**config.mk**
```make
export PLATFORM = sky130hd
export DESIGN_NAME = pla_sweep_bist
export DESIGN_NICKNAME = d
export VERILOG_FILES = /design/src/rtl/pla_sweep_bist.sv
export SDC_FILE = /design/constraint.sdc
export NUM_CORES = 1
export LEC_CHECK = 0
export ABC_AREA = 1
export BUFFER_PORTS_ARGS = -buffer_cell sky130_fd_sc_hd__buf_2
export CAP_MARGIN = 20
export CORE_ASPECT_RATIO = 2
export CORE_MARGIN = 5
export CORE_UTILIZATION = 57
export CTS_CLUSTER_SIZE = 28
export DETAILED_ROUTE_END_ITERATION = 7
export PLACE_DENSITY = 0.86
export SLEW_MARGIN = 20
export SYNTH_ARGS = -nofsm -noshare
export SYNTH_HDL_FRONTEND = slang
export SYNTH_SLANG_ARGS = --single-unit
```
**constraint.sdc**
```tcl
create_clock -name clk -period 3.3 [get_ports clk]
set_input_delay 0.165 -clock clk [delete_from_list [all_inputs] [get_ports clk]]
set_output_delay 0.165 -clock clk [all_outputs]
set_load 0.02 [all_outputs]
```
**src/rtl/pla_sweep_bist.sv**
```systemverilog
// Exhaustive 64K-vector stimulus for the PLA with a 16-bit MISR over pla_f and a go/no-go compare.
// Latency: 65536*(SETTLE_CYCLES+1)+2 cycles from start to done (+16*(SETTLE_CYCLES+1) with PLA_SWEEP_CEN_EN).
// No backpressure: start is ignored while busy, abort always wins. Optional deselect check: PLA_SWEEP_CEN_EN.
module pla_sweep_bist #(
  parameter int unsigned SETTLE_CYCLES = 2,
  parameter logic [15:0] SEED          = 16'hFFFF
) (
  input  logic        clk,
  input  logic        rst_n,
  input  logic        start,
  input  logic        abort,
  input  logic [15:0] expected_sig,
  output logic [15:0] pla_i,
  output logic        pla_cen,
  input  logic [7:0]  pla_f,
  output logic        busy,
  output logic        done,
  output logic        pass,
  output logic [15:0] signature,
  output logic [15:0] vec_count,
  output logic        cen_err
);

  typedef enum logic [2:0] {
    IDLE,
    SETTLE,
    SAMPLE,
`ifdef PLA_SWEEP_CEN_EN
    CEN_SETTLE,
    CEN_SAMPLE,
`endif
    FINISH,
    DONE
  } state_t;

  localparam logic [7:0]  SETTLE_LAST = 8'(SETTLE_CYCLES - 1);
  localparam logic [15:0] MISR_POLY   = 16'h1021;

  state_t      state, state_nx;
  logic [7:0]  settle_cnt;
  logic [15:0] vec_q;
  logic [15:0] sig_q;
  logic [15:0] misr_next;
  logic        pass_q;
  logic        cen_err_q;
  logic        start_go;
  logic        abort_go;
  logic        settle_end;

  assign start_go   = start & ~abort;
  assign abort_go   = abort & (state != IDLE);
  assign settle_end = (settle_cnt == SETTLE_LAST);
  assign misr_next  = {sig_q[14:0], 1'b0} ^ (sig_q[15] ? MISR_POLY : 16'h0000) ^ {8'h00, pla_f};

  always_ff @(posedge clk or negedge rst_n) begin
    if (!rst_n) state <= IDLE;
    else        state <= state_nx;
  end

  always_comb begin
    state_nx = state;
    if (abort_go) begin
      state_nx = IDLE;
    end else begin
      case (state)
        IDLE:   if (start_go) state_nx = SETTLE;
        SETTLE: if (settle_end) state_nx = SAMPLE;
        SAMPLE: begin
          if (vec_q != 16'hFFFF) state_nx = SETTLE;
`ifdef PLA_SWEEP_CEN_EN
          else                   state_nx = CEN_SETTLE;
`else
          else                   state_nx = FINISH;
`endif
        end
`ifdef PLA_SWEEP_CEN_EN
        CEN_SETTLE: if (settle_end) state_nx = CEN_SAMPLE;
        CEN_SAMPLE: state_nx = (vec_q[3:0] == 4'hF) ? FINISH : CEN_SETTLE;
`endif
        FINISH: state_nx = DONE;
        DONE:   if (start_go) state_nx = SETTLE;
        default: state_nx = IDLE;
      endcase
    end
  end

  always_comb begin
    busy    = 1'b0;
    done    = 1'b0;
    pla_cen = 1'b1;
    pla_i   = 16'h0000;
    case (state)
      SETTLE, SAMPLE: begin
        busy    = 1'b1;
        pla_cen = 1'b0;
        pla_i   = vec_q;
      end
`ifdef PLA_SWEEP_CEN_EN
      // Deselected vectors replicate k across all four nibbles.
      CEN_SETTLE, CEN_SAMPLE: begin
        busy  = 1'b1;
        pla_i = {4{vec_q[3:0]}};
      end
`endif
      FINISH: busy = 1'b1;
      DONE:   done = 1'b1;
      default: ;
    endcase
  end

  always_ff @(posedge clk or negedge rst_n) begin
    if (!rst_n) begin
      settle_cnt <= 8'h00;
      vec_q      <= 16'h0000;
      sig_q      <= SEED;
      pass_q     <= 1'b0;
      cen_err_q  <= 1'b0;
    end else if (abort_go) begin
      // Signature is deliberately kept so a debugger can inspect where the sweep stopped.
      settle_cnt <= 8'h00;
      vec_q      <= 16'h0000;
      pass_q     <= 1'b0;
    end else begin
      case (state)
        IDLE, DONE: begin
          if (start_go) begin
            settle_cnt <= 8'h00;
            vec_q      <= 16'h0000;
            sig_q      <= SEED;
            pass_q     <= 1'b0;
            cen_err_q  <= 1'b0;
          end
        end
        SETTLE: settle_cnt <= settle_cnt + 8'h01;
        SAMPLE: begin
          sig_q      <= misr_next;
          settle_cnt <= 8'h00;
          vec_q      <= vec_q + 16'h0001;
        end
`ifdef PLA_SWEEP_CEN_EN
        CEN_SETTLE: settle_cnt <= settle_cnt + 8'h01;
        CEN_SAMPLE: begin
          if (pla_f != 8'hFF) cen_err_q <= 1'b1;
          settle_cnt <= 8'h00;
          vec_q      <= (vec_q[3:0] == 4'hF) ? 16'h0000 : vec_q + 16'h0001;
        end
`endif
        FINISH: pass_q <= (sig_q == expected_sig) & ~cen_err;
        default: ;
      endcase
    end
  end

  assign signature = sig_q;
  assign vec_count = vec_q;
  assign pass      = pass_q;

`ifdef PLA_SWEEP_CEN_EN
  assign cen_err = cen_err_q;
`else
  assign cen_err = 1'b0;
`endif

endmodule

```
# Word-level counts from Yosys, hierarchy flattened
# Index checks and enable logic that the tools add are counted.
# totals
mem_bits_rw	0
latch_bits	0
memories	0
inputBits	28
output_inout_bits	53
regBits	44
rom_bits	0
# op_classes
div	0
n_shift	0
bitwise	6
mux	21
multipliers	0
order_cmp	0
n_reduce_logical	14
add_sub_neg	2
n_eq_ne	10
# op_table
operator	count
$mux W16	4
$pmux W16 S2	2
$pmux W8 S3	1
$add A16 B1 Y16 const B	1
$eq A16 B16 Y1	1
$mux W8	2
$ne A16 B16 Y1 const B	1
$xor A16 B13 Y16	1
$xor A16 B8 Y16	1
$mux W13	1
$pmux W3 S4	1
$mux W3	3
$reduce_bool A3 Y1	3
$add A8 B1 Y8 const B	1
$eq A8 B1 Y1 const B	1
$reduce_and A2 Y1	4
$eq A3 B2 Y1 const B	2
$mux W1	5
$reduce_bool A4 Y1	1
$reduce_or A2 Y1	2
$eq A3 B1 Y1 const B	1
$eq A3 B3 Y1 const B	1
$logic_not A3 Y1	1
$ne A3 B1 Y1 const B	1
9 further kinds	11

# Logic depth before layout (Yosys ltp)
# depth
word_depth	5
mapped_depth	8

# Worst setup path before layout
# OpenSTA, ideal clock, no wires.
# synth_timing
path_type	register to output
from	reg state[2]
to	out pla_i[10]
arrival_ns	1.508
n_path_buf	1
path_stages_with_launch	7
path_slack_ns	1.627
required_ns	3.135
cell_sequence	dfrtp_1 > inv_2 > nand3_1 > nand2_1 > clkinv_1 > buf_2 > nor2_1
# synth_via
elab_chain_len	3
elab_cells_between_ends	4
# synth_rtl
item	line_no	source
from (decl)	39	state_t state, state_nx;
from (signal assigned)	57	else state <= state_nx;
$eq A3 B1 Y1 / $eq A3 B2 Y1 (equally long branches)	92	case (state)
$reduce_or A2 Y1 (*)	92	
$mux W16 (*)	92	
to (decl)	13	output logic [15:0] pla_i,
# Every way passes the cells marked *; elsewhere a longest branch is shown, timed or not.

# Worst setup path in the final report
# layout_timing
from	reg state[2]
to	out pla_i[12]
# The elaborated chain is that of the path after synthesis.

==> flow_summary.json <==
{
  "syn-num-nets": 425,
  "postCtsSetupRepairBufs": 0,
  "clock.fmax_mhz": 437,
  "critPathLaunchType": "register",
  "grt_pass1_wl_um": 12900,
  "firstDrtPassIters": 5,
  "fin_cells": 532,
  "globalplace.congestion": 0.864,
  "htree_levels": 2,
  "syn_area_um2": 2860,
  "rrSetupSlack_ns": 1.40,
  "cts.sinks": 44,
  "initial_core_util_pct": 58.8,
  "die_w_um": 60.1,
  "clock_path_buffers": 2,
  "ir_drop_mv": 0.549,
  "ys_ff_latch": 44,
  "gr-total-overflow": 0,
  "syn_area_per_cell_um2": 7.26,
  "met2_usage_pct": 46.1,
  "crit_fanout": 17,
  "crit_chain": "inv_2, nand3_1, nand2_1, clkinv_1, nor2_1, buf_2",
  "fin_util_pct": 69.5,
  "skew_ns": 0.00471,
  "cts-root-buf": "clkbuf_8",
  "dp_hpwl_um": 5900,
  "vias": 2970,
  "slowest_delay_ns": 0.46,
  "synth.distinct_cells": 28,
  "slew_viol_final": 0,
  "yosys.area.top_type": "dfrtp_1",
  "critical_path.endpoint_type": "primary output",
  "drt-initial-drc-count": 221,
  "synthCells": 394,
  "crit_arrival_ns": 2.12,
  "worstSetupPathType": "reg2out",
  "relSlewSlack_pct": 29.6,
  "setup-violations-final": 0,
  "drive_gt1_share_pct": 26.7,
  "port-buffer-count": 79,
  "ant_nets": 0,
  "grt_pass1_vias": 3000,
  "clk_pin_slew_ns": 0.09,
  "numCtsBuffers": 5,
  "wl_per_cell_um": 14.7,
  "clkLatencyLatePin_ns": 0.31,
  "synth_top_area_share_pct": 24.5,
  "synthTopCellsByArea": "dfrtp_1, dfstp_2, nand2_1",
  "n_antenna_cell": 0,
  "tightest_slew_ns": 1.05,
  "final_common_cell": "nand2_1",
  "grt_max_degree": 45,
  "die_h_um": 110,
  "holdCritPathClass": "in2reg",
  "antenna_found_initial": 0,
  "p_per_area_nw_per_um2": 619,
  "fillers": 442,
  "grt_usage_pct": 25.8,
  "nets": 505,
  "dieArea_um2": 6620,
  "cap_violations": 0,
  "use_met1_pct": 25.9,
  "yosysSeqAreaShare_pct": 39.2,
  "row_count": 36,
  "cts_tree": "built",
  "critical_path_required_ns": 3.13,
  "wl_um": 7850,
  "dp.cells": 523,
  "vias_per_cell": 5.58,
  "final_cell_mix": "nand2_1, buf_2, inv_1, nor2_1, dfrtp_1",
  "p_leak_nw": 1.76,
  "grt_use_met3_pct": 4.90,
  "period_minus_slack_ns": 2.29,
  "core_area_um2": 4860,
  "crit_slowest_cell": "dfrtp_1",
  "drc": 0,
  "outcome": "complete, no violations",
  "area_growth_pct": 18.3,
  "rsz0062_at_grt": "false",
  "post-route-period-util_pct": 69.3,
  "final_hold_viol_count": 0,
  "pin_count": 81,
  "grt_busiest_layer": "met2",
  "ys.warnings.count": 0,
  "finalSetupTns_ns": 0
}
==> synthesized netlist by cell type <==
cell type   n
a32oi_1     1
o21ai_2    10
clkinv_1    1
inv_1      57
nand4_1    24
nand2_1    96
buf_2       4
buf_6       2
dfstp_2    16
o21ai_0    18
dfrtp_1    28
nand3_2     1
nand2_2     3
conb_1      1
nor3_1      1
o31ai_1     2
inv_4       1
inv_2       3
a21oi_1     5
buf_4       1
ha_1        3
or2_2       4
xor2_1      6
nand3_1    27
nor2_1     54
a22oi_1    13
xnor2_1     9
o21ai_4     3
==> logic make-up after synthesis <==
logic type | after synthesis | synth area share, %
buf+inv | 69 | 9.98
compound gates | 52 | 13.0
other cells | 1 | 0.131
xor+xnor | 15 | 4.60
simple gates | 210 | 31.7
fa+ha+maj | 3 | 1.31
flops | 44 | 39.2
==> cell type report <==
type	instances	area (um^2)	area share, %
clock buffer	7	86.3	2.55
tap	57	71.3	2.11
clock inverter	1	7.51	0.222
sequential	44	1120	33.1
inverter	62	235	6.96
timing repair buffer	80	408	12.1
multi-input combinational	281	1450	43.0
==> worst max-delay path, delay by kind of cell, from the launching register on <==
| kind | cells | cell delay, ns |
|---|---|---|
| flops | 1 | 0.46 |
| simple gates | 3 | 0.59 |
| buf+inv | 3 | 0.76 |
==> registers in the layout, summed over array words and instances, names as in the netlist <==
name and flops:
state 3, vec_count 16, signature 16, pass 1
settle_cnt 8
==> path summary, 6_finish.rpt <==
check,start,endpoint,cells past startpoint
worst min register to register,signature[0],signature[0],2
worst max-delay path,state[2],pla_i[12],6
worst max register to register,state[2],signature[13],4
max in group asynchronous,rst_n,signature[2],2
worst min-delay path,pla_f[3],signature[3],3
min in group asynchronous,rst_n,vec_count[1],2
==> power breakdown <==
part           total, W  switching (W)  internal, W
Sequential     0.000764       0.000101     0.000662
Combinational  0.000963       0.000689     0.000274
Clock          0.000368       0.000198     0.000170
==> layer usage <==
metal  vias up  share of wire (%)
li1       1436                  -
met1      1371                 35
met2       138                 54
met3        25                6.7
met4         0                4.0
met5         -                  0
==> stage by stage <==
| step | worst slack (ns) | hold WS [ns] | instance area (um^2) | power [W] |
|---|---|---|---|---|
| finish | 1.01 | 0.127 | 3380 | 0.00209 |
| floorplan | 1.63 | -0.131 | 2860 | 0.00148 |
| CTS | 1.03 | 0.0439 | 3370 | 0.00210 |
| global placement | 1.44 | 0.375 | 3280 | 0.00171 |
| detailed placement | 1.38 | 0.385 | 3280 | 0.00173 |
| global route | 0.802 | 0.128 | 3380 | 0.00224 |
==> timing repair <==
item,in CTS,in global routing
gates resized for setup,0,0
hold buffers,0,1
hold endpoints to repair,0,28
No activity file was read; power rests on OpenSTA's default activity.
